### src/rtl/alu_muldiv_seq.sv
// Sequential RV32M unsigned MUL/MULHU/DIVU/REMU unit that borrows the shared
// execute-stage ALU for one shift-add or restoring-divide pass per clock.
module alu_muldiv_seq (
   input  logic        clk,
   input  logic        reset,
   input  logic        start,
   input  logic [1:0]  op,
   input  logic [31:0] SrcA,
   input  logic [31:0] SrcB,
   output logic [31:0] AluA,
   output logic [31:0] AluB,
   output logic [1:0]  AluControl,
   input  logic [31:0] AluResult,
   input  logic        AluCarryOut,
   output logic        busy,
   output logic        done,
   output logic [31:0] Result
);

   localparam logic [1:0] ALU_ADD = 2'b00;
   localparam logic [1:0] ALU_SUB = 2'b10;

   localparam logic [1:0] OP_MUL   = 2'b00;
   localparam logic [1:0] OP_MULHU = 2'b01;
   localparam logic [1:0] OP_DIVU  = 2'b10;
   localparam logic [1:0] OP_REMU  = 2'b11;

   typedef enum logic [1:0] {S_IDLE, S_RUN, S_DONE} state_t;

   state_t      state_q, state_d;
   logic [1:0]  op_q, op_d;
   logic [4:0]  cnt_q, cnt_d;
   logic [31:0] hi_q, hi_d;        // product high word / partial remainder
   logic [31:0] lo_q, lo_d;        // multiplier-product low word / quotient
   logic [31:0] opb_q, opb_d;      // multiplicand or divisor
   logic        busy_q, busy_d;
   logic        done_q, done_d;
   logic [31:0] result_q, result_d;

   logic        is_div;
   logic        div_msb;
   logic [31:0] div_rsh;
   logic [31:0] hi_step, lo_step;

   assign is_div  = op_q[1];
   // Remainder shifted left by one with the next dividend bit; the bit shifted
   // out is the 33rd bit that forces a subtraction regardless of the borrow.
   assign div_msb = hi_q[31];
   assign div_rsh = {hi_q[30:0], lo_q[31]};

   assign AluA       = (state_q == S_RUN) ? (is_div ? div_rsh : hi_q) : 32'd0;
   assign AluB       = (state_q == S_RUN) ? opb_q : 32'd0;
   assign AluControl = (state_q == S_RUN && is_div) ? ALU_SUB : ALU_ADD;

   assign busy   = busy_q;
   assign done   = done_q;
   assign Result = result_q;

   always_comb begin
      hi_step = hi_q;
      lo_step = lo_q;
      if (!is_div) begin
         if (lo_q[0]) begin
            hi_step = {AluCarryOut, AluResult[31:1]};
            lo_step = {AluResult[0], lo_q[31:1]};
         end else begin
            hi_step = {1'b0, hi_q[31:1]};
            lo_step = {hi_q[0], lo_q[31:1]};
         end
      end else begin
         if (div_msb || !AluCarryOut) begin
            hi_step = AluResult;
            lo_step = {lo_q[30:0], 1'b1};
         end else begin
            hi_step = div_rsh;
            lo_step = {lo_q[30:0], 1'b0};
         end
      end
   end

   always_comb begin
      state_d  = state_q;
      op_d     = op_q;
      cnt_d    = cnt_q;
      hi_d     = hi_q;
      lo_d     = lo_q;
      opb_d    = opb_q;
      busy_d   = busy_q;
      done_d   = 1'b0;
      result_d = result_q;
      case (state_q)
         S_IDLE: begin
            if (start) begin
               op_d   = op;
               opb_d  = SrcB;
               cnt_d  = 5'd0;
               hi_d   = 32'd0;
               lo_d   = SrcA;
               busy_d = 1'b1;
               if (op[1] && SrcB == 32'd0) begin
                  state_d  = S_DONE;
                  done_d   = 1'b1;
                  result_d = op[0] ? SrcA : 32'hFFFF_FFFF;
               end else begin
                  state_d = S_RUN;
               end
            end
         end
         S_RUN: begin
            hi_d  = hi_step;
            lo_d  = lo_step;
            cnt_d = cnt_q + 5'd1;
            if (cnt_q == 5'd31) begin
               state_d = S_DONE;
               done_d  = 1'b1;
               case (op_q)
                  OP_MUL:   result_d = lo_step;
                  OP_MULHU: result_d = hi_step;
                  OP_DIVU:  result_d = lo_step;
                  OP_REMU:  result_d = hi_step;
                  default:  result_d = lo_step;
               endcase
            end
         end
         S_DONE: begin
            state_d = S_IDLE;
            busy_d  = 1'b0;
         end
         default: begin
            state_d = S_IDLE;
            busy_d  = 1'b0;
         end
      endcase
   end

   always_ff @(posedge clk) begin
      if (reset) begin
         state_q  <= S_IDLE;
         op_q     <= 2'b00;
         cnt_q    <= 5'd0;
         hi_q     <= 32'd0;
         lo_q     <= 32'd0;
         opb_q    <= 32'd0;
         busy_q   <= 1'b0;
         done_q   <= 1'b0;
         result_q <= 32'd0;
      end else begin
         state_q  <= state_d;
         op_q     <= op_d;
         cnt_q    <= cnt_d;
         hi_q     <= hi_d;
         lo_q     <= lo_d;
         opb_q    <= opb_d;
         busy_q   <= busy_d;
         done_q   <= done_d;
         result_q <= result_d;
      end
   end

endmodule

### config.mk
export PLATFORM = sky130hd
export DESIGN_NAME = alu_muldiv_seq
export DESIGN_NICKNAME = d
export VERILOG_FILES = /design/src/rtl/alu_muldiv_seq.sv
export SDC_FILE = /design/constraint.sdc
export NUM_CORES = 1
export LEC_CHECK = 0
export CELL_PAD_IN_SITES_DETAIL_PLACEMENT = 0
export CELL_PAD_IN_SITES_GLOBAL_PLACEMENT = 1
export CORE_ASPECT_RATIO = 1.5
export CORE_UTILIZATION = 36
export CTS_CLUSTER_DIAMETER = 150
export DETAILED_ROUTE_END_ITERATION = 8
export PLACE_DENSITY = 0.92
export REMOVE_ABC_BUFFERS = 1
export SYNTH_ARGS = -nofsm -noshare
export SYNTH_HDL_FRONTEND = slang
export SYNTH_SLANG_ARGS = --single-unit
### constraint.sdc
create_clock -name clk -period 2.4 [get_ports clk]
set_input_delay 0.48 -clock clk [delete_from_list [all_inputs] [get_ports clk]]
set_output_delay 0.48 -clock clk [all_outputs]
set_load 0.005 [all_outputs]
# Word-level counts from Yosys, hierarchy flattened

Cells that the tools add are included.
W data, S select, Z words.

Equality and inequality tests: 8
Bitwise gates (word level): 1
Add/subtract/negate cells: 1
Multiplexer cells: 32
Reduce and logical (&&, ||, !) cells: 15

Operators by type and width:

| kind                  | count |
|---|---|
| $mux W32              | 14 |
| $pmux W32 S2          | 4 |
| $logic_not A32 Y1     | 1 |
| $pmux W5 S2           | 1 |
| $mux W2               | 4 |
| $reduce_and A2 Y1     | 4 |
| $add A5 B1 Y5 const B | 1 |
| $eq A5 B5 Y1 const B  | 1 |
| $mux W1               | 5 |
| $mux W5               | 1 |
| $eq A2 B1 Y1 const B  | 2 |
| $eq A2 B2 Y1 const B  | 2 |
| $logic_not A2 Y1      | 2 |
| $ne A2 B2 Y1 const B  | 2 |
| $pmux W1 S2           | 2 |
| $pmux W2 S2           | 1 |
| $reduce_and A4 Y1     | 1 |
| $reduce_or A2 Y1      | 2 |
| $logic_and A1 B1 Y1   | 2 |
| $ne A2 B1 Y1 const B  | 1 |
| $reduce_bool A2 Y1    | 1 |
| $logic_not A1 Y1      | 1 |
| $logic_or A1 B1 Y1    | 1 |
| $not A1 Y1            | 1 |

Register bits: 139
Output and inout bits: 100
Bits of input ports: 102
Logic and storage cells: 66

# Logic depth before layout (Yosys ltp)

Gate-level depths: netlist of the first run.

Word-level depth: 7
Mapped depth: 8
Gate-level depth less buffers: 5

# Worst setup path after synthesis of the first run

OpenSTA, ideal clock, no wires.

Kind: register to output
From: register op_q[1]
To: output AluA[10]
Required time: 1920 ps
Setup slack: 572 ps
Path buffers: 4
Arrival: 1348 ps
Cell stages (with the launch flop): 7
Cells stage by stage: dfxtp_1 -> buf_2 -> buf_2 -> buf_2 -> buf_2 -> mux2i_1 -> nor2_1

Word-level cells in the longest chain between the ends: 2

Ends and longest elaborated chain:

| element                | line | source |
|---|---|---|
| start, declared        | 31   | `logic [1:0] op_q, op_d;` |
| start signal, assigned | 149  | `op_q <= op_d;` |
| $mux W32 (2 in series) | 51   | `assign AluA = (state_q == S_RUN) ? (is_div ? div_rsh : hi_q) : 32'd0;` |
| end, declared          | 10   | `output logic [31:0] AluA,` |

Every way passes these cells.

# Worst setup path after layout of the first run

From: register state_q[1]
To: output AluA[26]

Word-level cells in the longest chain between the ends: 2

Ends and longest elaborated chain:

| element                | line | source |
|---|---|---|
| start, declared        | 30   | `state_t state_q, state_d;` |
| start signal, assigned | 148  | `state_q <= state_d;` |
| $eq A2 B1 Y1           | 51   |  |
| $mux W32               | 51   |  |

Every way passes these cells.

==> load_flow_metrics.sql, run 1 <==
INSERT INTO impl_metrics (metric_group, metric, value, unit) VALUES
('run_status', 'status', 'complete, but fails checks', ''),
('run_status', 'failed_checks', 'design-rule violations', ''),
('min_path', 'worstHoldStart', 'reset', ''),
('critical_path', 'crit_path_top_delay_cell', 'clkdlybuf4s50_1', ''),
('placement', 'dp_slack', '-66.82', 'ps'),
('global_route', 'antenna_found_initial', '3', ''),
('die', 'initial_utilization', '36.61', '%'),
('critical_path', 'end_kind', 'primary output', ''),
('placement', 'dp_hpwl', '18490', 'um'),
('die', 'chipWidth', '125.0', 'um'),
('critical_path', 'launch_point_of_the_worst_reg_to_reg_path', 'state_q[0]$_SDFFE_PP0P_', ''),
('synthesis', 'synth.largest_area_cell', 'dfxtp_1', ''),
('min_path', 'worst_hold_path_type', 'in2reg', ''),
('critical_path', 'crit_fanout', '27', ''),
('global_route', 'global_route.usage.met3', '5.763', '%'),
('synthesis', 'syn-mean-instance-area', '8.012', 'um^2'),
('timing', 'timing.final.ws_setup', '45.11', 'ps'),
('clock_tree', 'ctsRootBufferMaster', 'clkbuf_16', ''),
('timing', 'final-setup-viol-count', '0', ''),
('critical_path', 'nature_of_the_critical_path_startpoint', 'flop', ''),
('synthesis', 'synth_flop_cell', 'dfxtp_1', ''),
('pwr', 'power.leakage', '4.742', 'nW'),
('run', 'maxCapViolCount', '0', ''),
('timing', 'report.final.hold_viol_count', '0', ''),
('global_route', 'track_usage', '22.87', '%'),
('layout', 'layout.filler_cells', '2142', ''),
('synthesis', 'async_flop_share', '0', '%'),
('global_route', 'grt_remaining_overflow', '0', ''),
('pwr', 'internal-power', '0.004853', 'W'),
('synthesis', 'synth_warn', '0', ''),
('pwr', 'power_switching_share', '26.96', '%'),
('synthesis', 'synthDistinctLibCells', '46', ''),
('synthesis', 'postSynthCellCount', '1019', ''),
('routing', 'detail-route-antenna-nets', '0', ''),
('critical_path', 'critPathKind', 'reg2out', ''),
('timing', 'timing.final.crit_period', '2355', 'ps'),
('clock_tree', 'clock_tree.buffer_depth', '2', ''),
('die', 'std_cell_rows', '67', ''),
('timing', 'timing.clock.skew', '8.298', 'ps'),
('placement', 'routabilityCongestion', '0.7879', ''),
('layout', 'number_of_nets_in_the_final_layout', '1304', ''),
('synthesis', 'synth.most_common_cell', 'nor2_1', ''),
('die', 'fp.dieH', '186.4', 'um'),
('pwr', 'clkPwrFrac', '43.1', '%'),
('pwr', 'total_power_density_per_cell_area', '583.8', 'nW/um^2'),
('placement', 'io_buffer_count', '200', ''),
('routing', 'dr_total_vias', '8247', ''),
('pwr', 'switchingPower', '0.001792', 'W'),
('global_route', 'global_route.usage.met1', '25.05', '%'),
('timing', 'fmax', '424.6', 'MHz'),
('timing', 'slew_violations', '0', ''),
('die', 'floorplan.core_area', '22300', 'um^2'),
('timing', 'setup_tns', '0', 'ps'),
('synthesis', 'yosys_register_bits', '139', ''),
('pwr', 'peakVddDrop', '466.7', 'uV'),
('clock_tree', 'cts_tree', 'built', ''),
('critical_path', 'crit_chain', 'nand2b_4, buf_12, nor2_1, clkdlybuf4s50_1', ''),
('synthesis', 'ranking_of_synthesized_cells_by_area', 'dfxtp_1, mux2i_1, nor2_1, mux2_2, a21oi_1', ''),
('routing', 'firstDrtPassIters', '7', ''),
('synthesis', 'seq_area_frac_synth', '34.08', '%'),
('critical_path', 'critical_path_arrival', '1870', 'ps'),
('die', 'floorplan.io_pins', '202', ''),
('critical_path', 'crit_required', '1920', 'ps'),
('synthesis', 'post-synth-top-area-fraction', '34.08', '%'),
('layout', 'area_growth_syn_to_layout', '39.42', '%'),
('routing', 'drt-vias-per-instance', '5.531', ''),
('clock_tree', 'cts_hold_repair.buffers', '0', ''),
('global_route', 'grt_pass1_vias', '8219', ''),
('clock_tree', 'worst_skew_pair.late_latency', '430', 'ps'),
('routing', 'route.detailed.drc', '26', ''),
('critical_path', 'cp-startpoint', 'state_q[1]$_SDFFE_PP0P_', '');
[cells by family (layout without fill, tap and decap cells)]
group	count (synthesis)	count (layout)	share of synthesized area [%]
AO/OA/AOI/OAI	240	240	19.57
adder cells (fa/ha/maj)	2	2	0.3065
buffers and inverters	102	295	6.054
flip-flops	139	139	34.08
multiplexers	158	158	20.14
other	1	4	0.04593
AND/OR/NAND/NOR	377	377	19.80
[layout by cell type (no fill, tap or decap), drive strengths merged, types with 2 or more instances in the layout]
cell type,instances
a211oi,52
a21oi,103
a221oi,11
a22oi,14
and2,33
buf,61
bufinv,4
clkbuf,22
clkdlybuf4s50,171
clkinv,2
clkinvlp,2
dfxtp,139
diode,3
dlygate4sd2,7
dlymetal6s2s,21
ha,2
inv,4
mux2,50
mux2i,108
nand2,128
nand2b,4
nand4,2
nor2,171
nor2b,4
nor3,21
nor4,7
o211ai,28
o21ai,2
o221ai,22
[final timing paths]
| kind | end | slack (ps) | cells after the start |
|---|---|---|---|
| hold / removal | hi_q[19]$_SDFFE_PP0P_ | 440 | 2 |
| setup reg to reg | lo_q[27]$_SDFFE_PP0P_ | 340 | 6 |
| hold reg to reg | opb_q[25]$_SDFFE_PP0P_ | 450 | 2 |
| setup / recovery | AluA[26] | 50 | 4 |
[power groups by stage]
stage | Clock [W] | Sequential, W | Combinational (W)
3_5_place_dp | 0 | 0.00257 | 0.00121
2_1_floorplan | 0 | 0.00258 | 0.000647
5_1_grt | 0.00300 | 0.00254 | 0.00137
4_1_cts | 0.00291 | 0.00252 | 0.00125
3_3_place_gp | 0 | 0.00257 | 0.00120
6_report | 0.00287 | 0.00252 | 0.00126
[per-layer routing]
layer  vias up  share of wire (%)  routed length [um]
li1       3979                  -                   -
met1      3890                 39               10310
met2       297                 51               13520
met3        81                6.3                1697
met4         0                4.5                1212
met5         -                  0                   0
[per-stage QoR]
| stage | power, W | util (%) | instance area, um^2 | instances | hold slack [ps] |
|---|---|---|---|---|---|
| 3_3_place_gp | 0.003768 | 47.31 | 10550 | 1447 | 437.1 |
| 2_1_floorplan | 0.003231 | - | 7677 | 919 | 425.7 |
| 4_1_cts | 0.006671 | 50.59 | 11280 | 1485 | 424.7 |
| 3_5_place_dp | 0.003784 | 47.31 | 10550 | 1447 | 442.2 |
| 6_report | 0.006645 | 51.04 | 11380 | 1491 | 438.6 |
| 5_1_grt | 0.006907 | 51.04 | 11380 | 1491 | 458.1 |
[flip-flops by register name (all words and copies together) (netlist names)]
register  cells
op_q          2
lo_q         32
busy          1
cnt_q         5
state_q       2
hi_q         32
opb_q        32
done          1
Result       32
[layout make-up]
type | instances | area, um^2 | area share (%)
clock buffers | 21 | 470.5 | 4.133
inverters | 2 | 7.507 | 0.06596
clock inverters | 10 | 162.7 | 1.429
flip-flops and latches | 139 | 2791 | 24.52
repair buffers | 262 | 2683 | 23.57
multi-input cells | 778 | 4915 | 43.18
diodes | 3 | 7.507 | 0.06596
well taps | 276 | 345.3 | 3.034
[timing repair]
| action | in CTS | in global routing |
|---|---|---|
| setup endpoints to repair | 48 | 33 |
| buffers inserted | 5 | 2 |
| pin swaps | 0 | 0 |
| resized for setup | 11 | 27 |
| cloned | 2 | 1 |
No activity file was read; power rests on OpenSTA's default activity.
==> run 2, diff against run 1 <==
RECOVER_POWER = 50   (was not set)
==> load_flow_metrics.sql, run 2 (synthesis gave the netlist of run 1 again) <==
INSERT INTO impl_metrics (metric_group, metric, value, unit) VALUES
('global_route', 'grt_max_degree', '46', ''),
('critical_path', 'critPathKind', 'reg2out', ''),
('layout', 'layout.filler_cells', '2149', ''),
('timing', 'setup_tns', '0', 'ps'),
('clock_tree', 'cts_hold_repair.buffers', '0', ''),
('run_status', 'status', 'complete, but fails checks', ''),
('critical_path', 'nature_of_the_critical_path_startpoint', 'flop', ''),
('routing', 'dr_total_vias', '8255', ''),
('layout', 'mostFrequentLayoutCell', 'nor2_1', ''),
('routing', 'drtIter0Drc', '490', ''),
('critical_path', 'crit_chain', 'nand2b_4, buf_12, nor2_1, clkdlybuf4s50_1', ''),
('layout', 'area_growth_syn_to_layout', '39.22', '%'),
('critical_path', 'end_kind', 'primary output', ''),
('run', 'maxCapViolCount', '0', ''),
('global_route', 'antenna_found_initial', '3', ''),
('clock_tree', 'htreeDepth', '4', ''),
('routing', 'detail-route-antenna-nets', '0', ''),
('placement', 'dp_hpwl', '18490', 'um'),
('critical_path', 'reg2reg_slack', '310', 'ps'),
('global_route', 'global_route_wire_length_before_repair', '42650', 'um'),
('clock_tree', 'clkSlewWorstSetupHoldPaths', '60', 'ps'),
('die', 'fp.dieArea', '23300', 'um^2'),
('critical_path', 'critical_path.reg2reg.endpoint', 'lo_q[30]$_SDFFE_PP0P_', ''),
('timing', 'fmax', '425.0', 'MHz'),
('die', 'initial_utilization', '36.61', '%'),
('routing', 'route.detailed.drc', '26', ''),
('clock_tree', 'cts_tree', 'built', ''),
('timing', 'slew_violations', '0', ''),
('min_path', 'worst_hold_path_type', 'in2reg', ''),
('pwr', 'power.leakage', '4.856', 'nW'),
('clock_tree', 'worst_skew_pair.late_latency', '430', 'ps'),
('timing', 'timing.final.crit_period', '2353', 'ps'),
('clock_tree', 'cts_inserted_buffers', '17', ''),
('placement', 'io_buffer_count', '200', ''),
('timing', 'final-setup-viol-count', '0', ''),
('global_route', 'track_usage', '22.87', '%'),
('critical_path', 'cp-startpoint', 'state_q[1]$_SDFFE_PP0P_', ''),
('critical_path', 'launch_point_of_the_worst_reg_to_reg_path', 'state_q[0]$_SDFFE_PP0P_', ''),
('layout', 'final_cell_mix', 'nor2_1, dfxtp_1, clkdlybuf4s50_1', ''),
('timing', 'worst_pin_slew', '740.7', 'ps'),
('run_status', 'failed_checks', 'design-rule violations', ''),
('clock_tree', 'clock_tree.buffer_depth', '2', ''),
('placement', 'routabilityCongestion', '0.7879', ''),
('critical_path', 'reg2regPathDepth', '7', ''),
('timing', 'timing.clock.skew', '8.813', 'ps'),
('critical_path', 'critical_path_arrival', '1870', 'ps'),
('routing', 'firstDrtPassIters', '7', ''),
('timing', 'fin_crit_sh', '98.04', '%'),
('routing', 'wl', '26760', 'um'),
('clock_tree', 'cts_sinks', '139', ''),
('placement', 'dp_slack', '-66.82', 'ps'),
('pwr', 'total_power_density_per_cell_area', '584.3', 'nW/um^2'),
('layout', 'post_route_cells_drive_above_1_share', '12.87', '%'),
('die', 'floorplan.core_area', '22300', 'um^2'),
('die', 'chipWidth', '125.0', 'um'),
('critical_path', 'crit_path_top_delay_cell', 'clkdlybuf4s50_1', ''),
('die', 'fp.dieH', '186.4', 'um'),
('critical_path', 'crit_fanout', '27', ''),
('critical_path', 'crit_required', '1920', 'ps'),
('timing', 'report.final.hold_viol_count', '0', ''),
('routing', 'drt-vias-per-instance', '5.537', ''),
('layout', 'number_of_nets_in_the_final_layout', '1304', ''),
('timing', 'timing.final.ws_setup', '46.98', 'ps'),
('global_route', 'grt_remaining_overflow', '0', ''),
('clock_tree', 'ctsRootBufferMaster', 'clkbuf_16', ''),
('timing', 'finalHoldWorstSlack', '437.5', 'ps'),
('timing', 'slew-limit-headroom', '50.62', '%'),
('critical_path', 'cp_slowest_stage_delay', '520', 'ps'),
('routing', 'wl_per_cell', '17.95', 'um'),
('die', 'floorplan.io_pins', '202', ''),
('critical_path', 'crit_end', 'AluA[26]', ''),
('die', 'std_cell_rows', '67', ''),
('global_route', 'grt_pass1_vias', '8219', ''),
('pwr', 'peakVddDrop', '466.8', 'uV');
==> run 2: worst max-delay path, delay by kind of cell, from the launching register on <==
kind	cells	cell delay [ps]
simple gates	2	370
flops	1	360
buf+inv	2	710
==> run 2: layer usage <==
| layer | up-vias | GRT usage [%] | wire [um] |
|---|---|---|---|
| li1 | 3989 | - | - |
| met1 | 3904 | 25.05 | 10310 |
| met2 | 285 | 40.30 | 13580 |
| met3 | 77 | 5.763 | 1681 |
| met4 | 0 | 12.38 | 1186 |
| met5 | - | 0 | 0 |
==> run 2: worst min-delay path by stage <==
stage / from / to / slack (ps) / cells after the start
finish: reset / hi_q[19]$_SDFFE_PP0P_ / 440 / 2
global route: reset / hi_q[19]$_SDFFE_PP0P_ / 460 / 2
CTS: reset / hi_q[19]$_SDFFE_PP0P_ / 420 / 2
detailed placement: opb_q[12]$_SDFFE_PP0P_ / opb_q[12]$_SDFFE_PP0P_ / 440 / 2
global placement: opb_q[7]$_SDFFE_PP0P_ / opb_q[7]$_SDFFE_PP0P_ / 440 / 2
floorplan: opb_q[0]$_SDFFE_PP0P_ / opb_q[0]$_SDFFE_PP0P_ / 430 / 2
==> run 2: layout make-up <==
cell class	count	area, um^2	share of cell area [%]
timing repair buffer	262	2671	23.50
clock inverter	10	162.7	1.431
sequential	139	2791	24.56
clock buffer	21	470.5	4.139
tap	276	345.3	3.038
antenna	3	7.507	0.06605
inverter	2	7.507	0.06605
multi-input combinational	778	4910	43.20
==> run 2: what timing repair did <==
action / in CTS / in global routing
gates resized for setup: 11 / 27
gates cloned: 2 / 1
setup buffers: 5 / 2
setup endpoints to repair: 48 / 33
==> run 2: through the flow <==
step	cell area, um^2	utilization, %	instances	total power, W
floorplan	7677	-	919	0.003231
global placement	10550	47.31	1447	0.003768
detailed placement	10550	47.31	1447	0.003784
CTS	11280	50.59	1485	0.006671
global route	11370	50.97	1491	0.006902
finish	11370	50.97	1491	0.006641
==> run 2: report_power, final <==
group / leakage (nW) / internal, W / switching [W]
clock network: 0.306 / 0.00182 / 0.00105
registers: 1.14 / 0.00242 / 0.000103
logic: 3.41 / 0.000610 / 0.000640
total: 4.86 / 0.00485 / 0.00179
==> run 3, diff against run 2 <==
CAP_MARGIN = 10   (was not set)
==> results of run 3 <==
No change in the layout: final DEF, timing and power equal those of run 2.
